[src/rtl/crypt_pkg.sv]
// Shared types and sizes for the encryptor-to-USB byte serializer.
package crypt_pkg;

  typedef enum logic [1:0] {
    IDLE = 2'd0,
    ACK  = 2'd1,
    SEND = 2'd2
  } state_e;

  localparam int BLOCK_W         = 64;
  localparam int BYTE_W          = 8;
  localparam int BYTES_PER_BLOCK = 8;
  localparam int IDX_W           = 3;

endpackage

[src/rtl/byte_mux_64to8.sv]
// Selects one byte of a 64-bit block; LSB_FIRST chooses which end is byte 0.
module byte_mux_64to8
  import crypt_pkg::*;
#(
  parameter bit LSB_FIRST = 1'b1
) (
  input  logic [BLOCK_W-1:0] block_i,
  input  logic [IDX_W-1:0]   idx_i,
  output logic [BYTE_W-1:0]  byte_o
);

  logic [IDX_W-1:0] sel;

  always_comb begin
    // Inverting a 3-bit index gives 7-idx, i.e. MSB-first ordering.
    sel    = LSB_FIRST ? idx_i : ~idx_i;
    byte_o = block_i[sel*BYTE_W +: BYTE_W];
  end

endmodule

[src/rtl/crypt_tx_serializer.sv]
// Captures 64-bit blocks from the encryptor core, acknowledges them and
// streams each block as 8 bytes over a valid/ready interface.
module crypt_tx_serializer
  import crypt_pkg::*;
#(
  parameter int ACK_CYCLES = 2,
  parameter bit LSB_FIRST  = 1'b1,
  parameter int CNT_W      = 16
) (
  input  logic               clk,
  input  logic               rst,
  input  logic [BLOCK_W-1:0] trans_data,
  input  logic               trans_data_ready,
  output logic               handshake_ack,
  output logic [BYTE_W-1:0]  tx_byte,
  output logic               tx_valid,
  input  logic               tx_ready,
  output logic               tx_last,
  output logic               busy,
  output logic [CNT_W-1:0]   blocks_sent
);

  localparam logic [IDX_W-1:0] ACK_LAST = IDX_W'(ACK_CYCLES - 1);
  localparam logic [IDX_W-1:0] LAST_IDX = IDX_W'(BYTES_PER_BLOCK - 1);

  state_e             state_q, state_d;
  logic [BLOCK_W-1:0] hold_q, hold_d;
  logic [IDX_W-1:0]   byte_idx_q, byte_idx_d;
  logic [IDX_W-1:0]   ack_cnt_q, ack_cnt_d;
  logic               armed_q, armed_d;
  logic               ack_q, ack_d;
  logic [CNT_W-1:0]   cnt_q, cnt_d;
  logic [BYTE_W-1:0]  mux_byte;

  byte_mux_64to8 #(
    .LSB_FIRST(LSB_FIRST)
  ) u_byte_mux (
    .block_i(hold_q),
    .idx_i  (byte_idx_q),
    .byte_o (mux_byte)
  );

  always_ff @(posedge clk) begin
    if (rst) begin
      state_q    <= IDLE;
      hold_q     <= '0;
      byte_idx_q <= '0;
      ack_cnt_q  <= '0;
      armed_q    <= 1'b1;
      ack_q      <= 1'b0;
      cnt_q      <= '0;
    end else begin
      state_q    <= state_d;
      hold_q     <= hold_d;
      byte_idx_q <= byte_idx_d;
      ack_cnt_q  <= ack_cnt_d;
      armed_q    <= armed_d;
      ack_q      <= ack_d;
      cnt_q      <= cnt_d;
    end
  end

  always_comb begin
    state_d    = state_q;
    hold_d     = hold_q;
    byte_idx_d = byte_idx_q;
    ack_cnt_d  = ack_cnt_q;
    armed_d    = armed_q;
    ack_d      = ack_q;
    cnt_d      = cnt_q;

    // Re-arm only once the core has dropped its level flag, so a block it
    // still holds high is never captured twice.
    if (!trans_data_ready) begin
      armed_d = 1'b1;
    end

    unique case (state_q)
      IDLE: begin
        if (trans_data_ready && armed_q) begin
          hold_d     = trans_data;
          armed_d    = 1'b0;
          ack_cnt_d  = '0;
          byte_idx_d = '0;
          ack_d      = 1'b1;
          state_d    = ACK;
        end
      end
      ACK: begin
        ack_cnt_d = ack_cnt_q + 3'd1;
        if (ack_cnt_q == ACK_LAST) begin
          ack_d   = 1'b0;
          state_d = SEND;
        end
      end
      SEND: begin
        if (tx_ready) begin
          byte_idx_d = byte_idx_q + 3'd1;
          if (byte_idx_q == LAST_IDX) begin
            cnt_d   = cnt_q + CNT_W'(1);
            state_d = IDLE;
          end
        end
      end
      default: state_d = IDLE;
    endcase
  end

  always_comb begin
    tx_valid      = (state_q == SEND);
    tx_byte       = tx_valid ? mux_byte : '0;
    tx_last       = tx_valid && (byte_idx_q == LAST_IDX);
    busy          = (state_q != IDLE);
    handshake_ack = ack_q;
    blocks_sent   = cnt_q;
  end

endmodule

[config.mk]
export PLATFORM = sky130hd
export DESIGN_NAME = crypt_tx_serializer
export DESIGN_NICKNAME = d
export VERILOG_FILES = /design/src/rtl/crypt_pkg.sv /design/src/rtl/byte_mux_64to8.sv /design/src/rtl/crypt_tx_serializer.sv
export SDC_FILE = /design/constraint.sdc
export NUM_CORES = 1
export LEC_CHECK = 0
export BUFFER_PORTS_ARGS = -buffer_cell sky130_fd_sc_hd__buf_2
export CELL_PAD_IN_SITES_DETAIL_PLACEMENT = 0
export CELL_PAD_IN_SITES_GLOBAL_PLACEMENT = 1
export CORE_MARGIN = 2
export CORE_UTILIZATION = 43
export DETAILED_ROUTE_END_ITERATION = 8
export PLACE_DENSITY = 0.91
export SYNTH_ARGS = -nofsm -noshare
export SYNTH_HDL_FRONTEND = slang
export SYNTH_HIERARCHICAL = 1
export SYNTH_SLANG_ARGS = --single-unit
[constraint.sdc]
create_clock -name clk -period 3.8 [get_ports clk]
set_input_delay 0.76 -clock clk [delete_from_list [all_inputs] [get_ports clk]]
set_output_delay 0.76 -clock clk [all_outputs]
set_load 0.05 [all_outputs]
==> impl_metrics.csv, run 1 <==
group,metric,value,unit
synthesis,yosys.area.top_type,"dfxtp_1",
final_layout,n_antenna_cell,0,
detailed_routing,vias,3409,
clocking,post_cts_buffers,0,
grt,met2_usage,0.343,
synthesis,ys_types,38,
floorplanning,core_area,0.00915,mm²
clocking,tritoncts,"yes",
synthesis,syn_area,0.00402,mm²
synthesis,synth_area_per_cell,8.82,µm²
grt,grt_max_degree,68,
synthesis,synth-edff-count,0,
sta,tightest_slew,0.741,ns
setup_path,endpoint_kind,"output pin",
clocking,cts-resized-gates,0,
final_layout,area_delta_synth_final,17.8,%
synthesis,synth_area_leaders,"dfxtp_1 (45%), nand2_1 (13%), mux4_1 (9.8%), a21oi_1 (9.1%), mux2_2 (2.8%)",
worst_hold_path,hold_path_class,"register to register",
detailed_routing,via_per_inst,5.23,
clocking,cts_htree_levels,3,
placed_design,place_inst,636,
sta,setup_slack,0.649,ns
clocking,cts.sinks,90,
setup_path,cp.required,3.04,ns
synthesis,yosysSeqAreaShare,0.449,
setup_path,start_kind,"register",
detailed_routing,drc,0,
grt,grt_pass1_vias,3262,
grt,grtUsageTotal,0.194,
synthesis,syn_nets,528,
grt,grt_pass1_wl,15300,µm
synthesis,synthCells,455,
pwr,peakVddDrop,279,µV
clocking,cts_inserted_buffers,9,
sta,setup_viol,0,
sta,finalMaxSlewViolations,0,
pwr,p_leak,2.02,nW
sta,hold_viol_final,0,
floorplanning,die_w,101,µm
grt,gr-usage-met1,0.229,
synthesis,synthArstFlopShare,0,
placed_design,port-buffer-count,95,
synthesis,synth_flop_cell,"dfxtp_1",
pwr,p_per_area,406,mW/mm²
detailed_routing,drt-total-wl,9550,µm
setup_path,worstSetupPathType,"register to output pin",
detailed_routing,firstDrtPassIters,4,
clocking,cts_buffer_depth,2,
grt,grt_antenna_before_repair,0,
clocking,clkTransAtPathRegs,0.09,ns
final_layout,drive_above_1_share,0.246,
placed_design,preCtsSetupSlack,1.03,ns
floorplanning,rows,35,
sta,fin_crit,3.15,ns
setup_path,reg2reg_depth,5,
placed_design,post_dp_cell_area,0.00453,mm²
synthesis,synth_seq_cells,90,
grt,grt.busiest_layer,"met2",
clocking,ctsHoldBuffers,0,
detailed_routing,drt_iter0_drc,150,
run_status,status,"finished clean",
floorplanning,initial_core_util,0.439,
setup_path,crit_fanout,11,
final_layout,finalNonFillerCells,652,
sta,relSlewSlack,0.506,
detailed_routing,wl_per_cell,14.6,µm
grt,grt_use_met3,0.0499,
setup_path,crit_start,"byte_idx_q[0]$_SDFFE_PP0P_",
detailed_routing,ant_nets,0,
sta,fin_worst_skew,0.00871,ns
placed_design,place_congestion,0.831,
worst_hold_path,hold_path_depth,2,
flow_run,max-cap-violations,0,
final_layout,fin_area,0.00473,mm²
placed_design,dpl.hpwl,7000,µm
floorplanning,die_h,101,µm
floorplanning,die_area,0.0101,mm²
floorplanning,boundaryPins,96,
setup_path,arrival,2.39,ns
sta,rsz0062_at_grt,"false",
synthesis,yosys.area.top_type_share,0.449,
sta,hold_slack,0.455,ns
worst_hold_path,min_from,"hold_q[27]$_SDFFE_PP0P_",
final_layout,final_nets,609,
clocking,insertion_delay,0.36,ns
sta,fin_crit_sh,0.829,
setup_path,r2r-start,"byte_idx_q[2]$_SDFFE_PP0P_",
synthesis,ys.warnings.count,6,
sta,tns,0,ns
sta,max_freq,0.317,GHz
grt,gr-total-overflow,0,
clocking,cts_root_buf,"clkbuf_8",
-- per-stage QoR --
step | total power [mW] | utilization
floorplan | 1.20 | -
global placement | 1.28 | 0.495
detailed placement | 1.28 | 0.495
CTS | 1.94 | 0.517
global route | 2.00 | 0.517
finish | 1.92 | 0.517
-- final cells by class --
| class | count | area (µm²) |
|---|---|---|
| Clock buffer | 10 | 128 |
| Clock inverter | 6 | 72.6 |
| Fill cell | 861 | 4420 |
| Inverter | 2 | 7.51 |
| Multi-Input combinational cell | 331 | 2050 |
| Sequential cell | 90 | 1800 |
| Tap cell | 111 | 139 |
| Timing Repair Buffer | 102 | 528 |
-- routing by layer --
| layer | vias up | part of all wire |
|---|---|---|
| met5 | - | 0 |
| met2 | 97 | 0.50 |
| li1 | 1710 | - |
| met4 | 0 | 0.012 |
| met3 | 12 | 0.071 |
| met1 | 1590 | 0.42 |
-- sequential cells by signal (all words and copies together) (netlist names) --
name	count
handshake_ack	1
byte_idx_q	3
armed_q	1
ack_cnt_q	3
hold_q	64
state_q	2
blocks_sent	16
-- cells in the final DEF, fill, tap and decap left out, types with 2 or more instances in the layout --
cell,synthesis,routed
xor2_1,4,4
buf_4,0,7
inv_1,2,2
nand2_1,138,138
nor2b_1,5,5
ha_1,5,5
mux4_1,15,15
nand2b_1,3,3
buf_2,12,95
nand3_1,10,9
clkbuf_8,0,9
dfxtp_1,90,90
and2_1,10,10
xnor2_1,6,6
nand4_1,4,4
inv_6,0,2
nor2_1,24,24
a21oi_1,73,73
mux2_2,10,10
clkinv_4,0,2
o21ai_0,2,2
nor3_1,4,4
a32oi_1,2,2
nand3b_1,2,2
-- power breakdown --
| part | internal [mW] | total, mW | switching (mW) |
|---|---|---|---|
| Sequential | 0.997 | 1.03 | 0.0336 |
| Combinational | 0.0943 | 0.230 | 0.136 |
| Clock | 0.311 | 0.660 | 0.349 |
| Total | 1.40 | 1.92 | 0.518 |
-- cells in the mapped netlist, types with 3 or more instances --
| library cell | count |
|---|---|
| clkbuf_1 | 14 |
| nand2b_1 | 3 |
| mux4_1 | 15 |
| and2_1 | 10 |
| xnor2_1 | 6 |
| buf_2 | 12 |
| xor2_1 | 4 |
| nand2_1 | 138 |
| mux2_2 | 10 |
| nor2b_1 | 5 |
| buf_1 | 4 |
| a21oi_1 | 73 |
| dfxtp_1 | 90 |
| nor3_1 | 4 |
| nand4_1 | 4 |
| nor2_1 | 24 |
| nand3_1 | 10 |
| ha_1 | 5 |
-- worst max-delay path, stage by stage, from the launching register on --
cell,delay [ns]
dfxtp_1,0.55
buf_4,0.29
mux4_1,0.58
mux2_2,0.28
and2_1,0.13
buf_2,0.20
-- worst paths after layout --
check	endpoint	slack [ns]
max	tx_byte[5]	0.65
min reg2reg	hold_q[27]$_SDFFE_PP0P_	0.45
min	hold_q[27]$_SDFFE_PP0P_	0.45
max reg2reg	blocks_sent[15]$_SDFFE_PP0P_	1.46
-- cell families (layout without fill, tap and decap cells) --
family,after synthesis,after routing,share of synthesized area
adder cells (fa/ha/maj),5,5,0.0156
buffers and inverters,34,120,0.0414
XOR/XNOR,10,10,0.0218
AND/OR/NAND/NOR,209,209,0.233
multiplexers,28,28,0.138
AO/OA/AOI/OAI,79,79,0.101
flip-flops,90,90,0.449
Note: power is estimated with default switching activity, not from simulation.
==> run 2, diff against run 1 <==
Settings changed: ABC_AREA set to 1, CORE_UTILIZATION 43 to 34, PLACE_DENSITY 0.91 to 0.81.
Clock period 3.8 ns to 2.54 ns, I/O delays scaled along.
==> run 2 against run 1 <==
Effect of this change:
- clock skew fell by 0.0027 ns
- sequential cell count unchanged
- critical path depth is 4 higher
- synthesized cell count rose by 51%
- global-route usage down 2.5 points
- combinational power rose by 120%
- synthesized area rose by 14%
==> impl_metrics.csv, run 2 <==
group,metric,value,unit
sta,fin_crit,2.35,ns
synthesis,synthCells,688,
setup_path,start_kind,"register",
synthesis,yosys.area.top_type,"dfxtp_1",
sta,fin_worst_skew,0.00603,ns
setup_path,worstPathCellList,"buf_4 > clkinv_2 > nand3_1 > nand2_1 > nand2_1 > nand2_1 > inv_1 > nor2_1 > buf_2",
setup_path,arrival,1.84,ns
final_layout,fin_area,0.00541,mm²
sta,tightest_slew,0.642,ns
sta,setup_viol,0,
grt,gr-total-overflow,0,
floorplanning,core_area,0.0132,mm²
floorplanning,die_w,120,µm
final_layout,final_nets,840,
setup_path,crit_buf_inv,4,
sta,tns,0,ns
detailed_routing,via_per_inst,4.43,
synthesis,synth_area_per_cell,6.63,µm²
final_layout,n_antenna_cell,0,
detailed_routing,ant_nets,0,
sta,relSlewSlack,0.572,
grt,grt_pass1_wl,19100,µm
run_status,status,"finished clean",
clocking,cts_inserted_buffers,9,
final_layout,drive_above_1_share,0.202,
sta,rsz0062_at_grt,"false",
pwr,p_per_area,673,mW/mm²
sta,finalMaxSlewViolations,0,
detailed_routing,vias,4200,
setup_path,worstSetupPathType,"register to output pin",
setup_path,r2r-end,"blocks_sent[13]$_SDFFE_PP0P_",
worst_hold_path,min_from,"trans_data_ready",
final_layout,fillers,1494,
flow_run,max-cap-violations,0,
clocking,cts_root_buf,"clkbuf_16",
synthesis,synth_area_leaders,"dfxtp_1 (40%), nor2_1 (13%), nand2_1 (11%), inv_1 (7.7%), o21ai_1 (5.8%)",
setup_path,crit_fanout,17,
placed_design,dpl.hpwl,8310,µm
placed_design,post_dp_cell_area,0.00507,mm²
setup_path,reg2reg_depth,10,
setup_path,cp_slowest_stage_delay,0.32,ns
clocking,tritoncts,"yes",
detailed_routing,drt_iter0_drc,217,
floorplanning,boundaryPins,96,
setup_path,r2r_slack,0.76,ns
grt,grt_max_degree,69,
synthesis,ys.warnings.count,6,
clocking,cts.sinks,90,
clocking,cts_htree_levels,3,
synthesis,yosys.area.top_type_share,0.395,
worst_hold_path,hold_path_class,"input port to register",
clocking,insertion_delay,0.35,ns
worst_hold_path,min_to,"armed_q$_SDFF_PP1_",
floorplanning,die_area,0.0143,mm²
synthesis,syn_nets,761,
clocking,cts_buffer_depth,2,
worst_hold_path,hold_path_depth,2,
setup_path,r2r-start,"byte_idx_q[0]$_SDFFE_PP0P_",
synthesis,synth_flop_cell,"dfxtp_1",
detailed_routing,wl_per_cell,12.1,µm
sta,max_freq,0.426,GHz
clocking,clkTransAtPathRegs,0.07,ns
final_layout,final_common_cell,"nor2_1",
final_layout,multi_input_area,0.00212,mm²
sta,hold_viol_final,0,
synthesis,syn_area,0.00456,mm²
placed_design,preCtsSetupSlack,0.513,ns
final_layout,largest_reg_flops,64,
detailed_routing,firstDrtPassIters,4,
placed_design,place_congestion,0.803,
synthesis,synth-edff-count,0,
setup_path,endpoint_kind,"output pin",
setup_path,crit_slowest_cell,"dfxtp_1",
floorplanning,die_h,120,µm
synthesis,ys_types,30,
final_layout,top_register,"hold_q",
synthesis,synth_most_common_cell,"nor2_1",
sta,setup_slack,0.191,ns
final_layout,utilization,0.410,
synthesis,synth_common_cells,"nor2_1 (161), nand2_1 (130), inv_1 (93)",
grt,grt_antenna_before_repair,0,
setup_path,cp_top_family,"buffers and inverters",
grt,grtUsageTotal,0.169,
detailed_routing,drt-total-wl,11500,µm
clocking,ctsHoldBuffers,0,
floorplanning,rows,42,
synthesis,yosysSeqAreaShare,0.395,
final_layout,area_delta_synth_final,18.7,%
pwr,p_leak,2.63,nW
setup_path,cp.required,2.03,ns
pwr,peakVddDrop,285,µV
setup_path,crit_path_frequent_cell,"nand2_1",
placed_design,port-buffer-count,95,
final_layout,regArea,0.00180,mm²
detailed_routing,drc,0,
floorplanning,initial_core_util,0.346,
synthesis,synth_seq_cells,90,
clocking,post_cts_buffers,0,
grt,grt_pass1_vias,4019,
sta,hold_slack,0.354,ns
sta,fin_crit_sh,0.925,
final_layout,mostFrequentLayoutCells,"nor2_1 (161), nand2_1 (130), buf_2 (95)",
synthesis,synthArstFlopShare,0,
[run 2: power breakdown]
| group | total [mW] | switching (mW) | internal (mW) |
|---|---|---|---|
| logic | 0.510 | 0.325 | 0.185 |
| clock network | 1.53 | 0.565 | 0.961 |
| registers | 1.60 | 0.0734 | 1.53 |
[run 2: worst reg2reg max path, cell delays in order, from the launching register on]
cell,delay (ns)
dfxtp_1,0.40
buf_4,0.19
ha_1,0.16
ha_1,0.16
nand2_1,0.12
nor2_4,0.21
nand3_2,0.14
nor2_4,0.14
nand3_1,0.08
nand2_1,0.06
nor2_1,0.04
[run 2: what timing repair did]
action,in CTS,in global routing
hold endpoints to repair,0,0
resized for setup,0,1
setup endpoints to repair,0,2
[run 2: cell type report]
cell class | instances | share of cell area
Multi-Input combinational cell | 464 | 0.393
Sequential cell | 90 | 0.333
Timing Repair Buffer | 102 | 0.0999
Inverter | 100 | 0.0706
Clock buffer | 9 | 0.0416
Tap cell | 176 | 0.0407
Clock inverter | 7 | 0.0215
[run 2: stage by stage]
stage	total power, mW	std cells
2_1_floorplan	2.01	688
3_3_place_gp	2.14	932
3_5_place_dp	2.15	932
4_1_cts	3.69	948
5_1_grt	3.86	948
6_report	3.64	948
[run 2: layer usage]
layer / track usage / wire [µm]
met5: 0 / 0
met4: 0.0544 / 148
met3: 0.0490 / 570
met2: 0.255 / 5060
met1: 0.231 / 5700
[run 2: logic make-up (layout without fill, tap and decap cells)]
logic type / after synthesis / after routing / synth area share
AO/OA/AOI/OAI: 89 / 89 / 0.0983
XOR/XNOR: 3 / 3 / 0.00577
adder cells (fa/ha/maj): 5 / 5 / 0.0137
buffers and inverters: 134 / 218 / 0.139
flip-flops: 90 / 90 / 0.395
AND/OR/NAND/NOR: 367 / 367 / 0.348
[run 2: worst max path at each step]
stage	start	end	slack (ns)	cells past startpoint
2_1_floorplan	byte_idx_q[0]$_SDFFE_PP0P_	tx_byte[6]	0.43	10
3_3_place_gp	byte_idx_q[1]$_SDFFE_PP0P_	tx_byte[0]	0.52	9
3_5_place_dp	byte_idx_q[1]$_SDFFE_PP0P_	tx_byte[0]	0.51	9
4_1_cts	byte_idx_q[1]$_SDFFE_PP0P_	tx_byte[0]	0.12	9
5_1_grt	byte_idx_q[1]$_SDFFE_PP0P_	tx_byte[1]	0.007	9
6_report	byte_idx_q[1]$_SDFFE_PP0P_	tx_byte[1]	0.19	9
==> run 3, diff against run 2 <==
Settings changed: MAX_ROUTING_LAYER set to met4.
==> run 3 against run 2 <==
Effect of this change:
- worst setup slack worse by 0.015 ns
- worst hold slack worse by 0.0040 ns
- highest routed layer unchanged
- clock skew about the same
- total power up 0.19%
- clock power about the same
- core utilization unchanged
- sequential share of layout area unchanged
- cell count unchanged
==> impl_metrics.csv, run 3 (synthesis results as in run 2) <==
group,metric,value,unit
clocking,cts_inserted_buffers,9,
sta,hold_viol_final,0,
floorplanning,initial_core_util,0.346,
placed_design,place_congestion,0.815,
floorplanning,die_w,120,µm
placed_design,dpl.hpwl,8310,µm
sta,fin_worst_skew,0.00609,ns
placed_design,port-buffer-count,95,
sta,relSlewSlack,0.561,
clocking,cts_htree_levels,3,
final_layout,drive_above_1_share,0.202,
grt,grtUsageTotal,0.175,
detailed_routing,ant_nets,0,
detailed_routing,drt-total-wl,11500,µm
detailed_routing,drt_iter0_drc,254,
final_layout,top_register,"hold_q",
clocking,tritoncts,"yes",
detailed_routing,wl_per_cell,12.1,µm
pwr,p_switching,969,µW
detailed_routing,via_per_inst,4.43,
final_layout,mostFrequentLayoutCells,"nor2_1 (161), nand2_1 (130), buf_2 (95)",
setup_path,arrival,1.86,ns
setup_path,r2r_slack,0.76,ns
floorplanning,core_area,0.0132,mm²
floorplanning,rows,42,
pwr,peakVddDrop,289,µV
sta,hold_slack,0.349,ns
grt,grt_pass1_wl,19200,µm
setup_path,crit_fanout,17,
pwr,p_comb_frac,0.140,
pwr,power.internal,2.68,mW
final_layout,area_delta_synth_final,18.7,%
detailed_routing,vias,4200,
sta,tns,0,ns
setup_path,worstSetupPathType,"register to output pin",
clocking,clkTransAtPathRegs,0.07,ns
final_layout,final_nets,840,
sta,fin_crit,2.36,ns
sta,fin_crit_sh,0.931,
clocking,cts.sinks,90,
pwr,switching_share,0.266,
floorplanning,boundaryPins,96,
run_status,status,"finished clean",
floorplanning,die_h,120,µm
flow_run,max-cap-violations,0,
sta,max_freq,0.423,GHz
detailed_routing,drc,0,
grt,grt_pass1_vias,4008,
final_layout,final_common_cell,"nor2_1",
grt,grt_antenna_before_repair,0,
setup_path,start_kind,"register",
grt,grt_max_degree,69,
pwr,p_clk_frac,0.420,
sta,rsz0062_at_grt,"false",
pwr,p_leak,2.63,nW
setup_path,cp.required,2.03,ns
pwr,p_seq_frac,0.440,
final_layout,n_antenna_cell,0,
floorplanning,die_area,0.0143,mm²
clocking,cts_root_buf,"clkbuf_16",
final_layout,largest_reg_flops,64,
worst_hold_path,hold_path_class,"input port to register",
clocking,cts_buffer_depth,2,
sta,tightest_slew,0.658,ns
pwr,p_per_area,674,mW/mm²
sta,finalMaxSlewViolations,0,
detailed_routing,firstDrtPassIters,4,
clocking,post_cts_buffers,0,
setup_path,endpoint_kind,"output pin",
grt,gr-total-overflow,0,
sta,setup_viol,0,
clocking,insertion_delay,0.35,ns
## run 3: cell counts in the layout (fill, tap and decap cells not counted)
Identical to the previous run, type by type.
## run 3: metal layers
layer / GRT usage / up-vias / share of wire
met5: - / - / 0
met2: 0.254 / 84 / 0.43
met4: 0.0632 / 0 / 0.017
met3: 0.0433 / 16 / 0.055
li1: - / 2255 / -
met1: 0.235 / 1845 / 0.50
## run 3: path summary, 6_finish.rpt
check / start / to / depth (start not counted)
max: byte_idx_q[1]$_SDFFE_PP0P_ / tx_byte[0] / 9
min: trans_data_ready / armed_q$_SDFF_PP1_ / 2
max reg2reg: byte_idx_q[0]$_SDFFE_PP0P_ / blocks_sent[13]$_SDFFE_PP0P_ / 10
min reg2reg: armed_q$_SDFF_PP1_ / armed_q$_SDFF_PP1_ / 2
## run 3: worst max-delay path, stage by stage, from the launching register on
cell and delay (ns):
dfxtp_1 0.32, buf_4 0.20, clkinv_2 0.18, nand3_1 0.11, nand2_1 0.07, nand2_1 0.04, nand2_1 0.07, inv_1 0.03
nor2_1 0.16, buf_2 0.30
## run 3: cell type report
| cell class | instances | area [µm²] |
|---|---|---|
| fill | 1494 | 7780 |
| multi-input combinational | 464 | 2120 |
| sequential | 90 | 1800 |
| timing repair buffer | 102 | 541 |
| inverter | 100 | 382 |
| clock buffer | 9 | 225 |
| tap | 176 | 220 |
| clock inverter | 7 | 116 |
## run 3: power groups by stage
stage	Clock (mW)	Sequential, mW	Combinational [mW]
2_1_floorplan	0	1.61	0.396
3_3_place_gp	0	1.64	0.509
3_5_place_dp	0	1.64	0.514
4_1_cts	1.57	1.61	0.519
5_1_grt	1.65	1.62	0.589
6_report	1.53	1.60	0.510
## run 3: what timing repair did
item | CTS | global route
setup endpoints to repair | 0 | 2
gates resized for setup | 0 | 1
hold buffers | 0 | 0
## run 3: metrics by stage
step	util	instances	setup slack (ns)	power, mW	instance area [µm²]
floorplan	-	688	0.425	2.01	4560
global placement	0.384	932	0.517	2.14	5070
detailed placement	0.384	932	0.513	2.15	5070
CTS	0.410	948	0.116	3.69	5410
global route	0.410	948	0.00450	3.86	5410
finish	0.410	948	0.176	3.65	5410
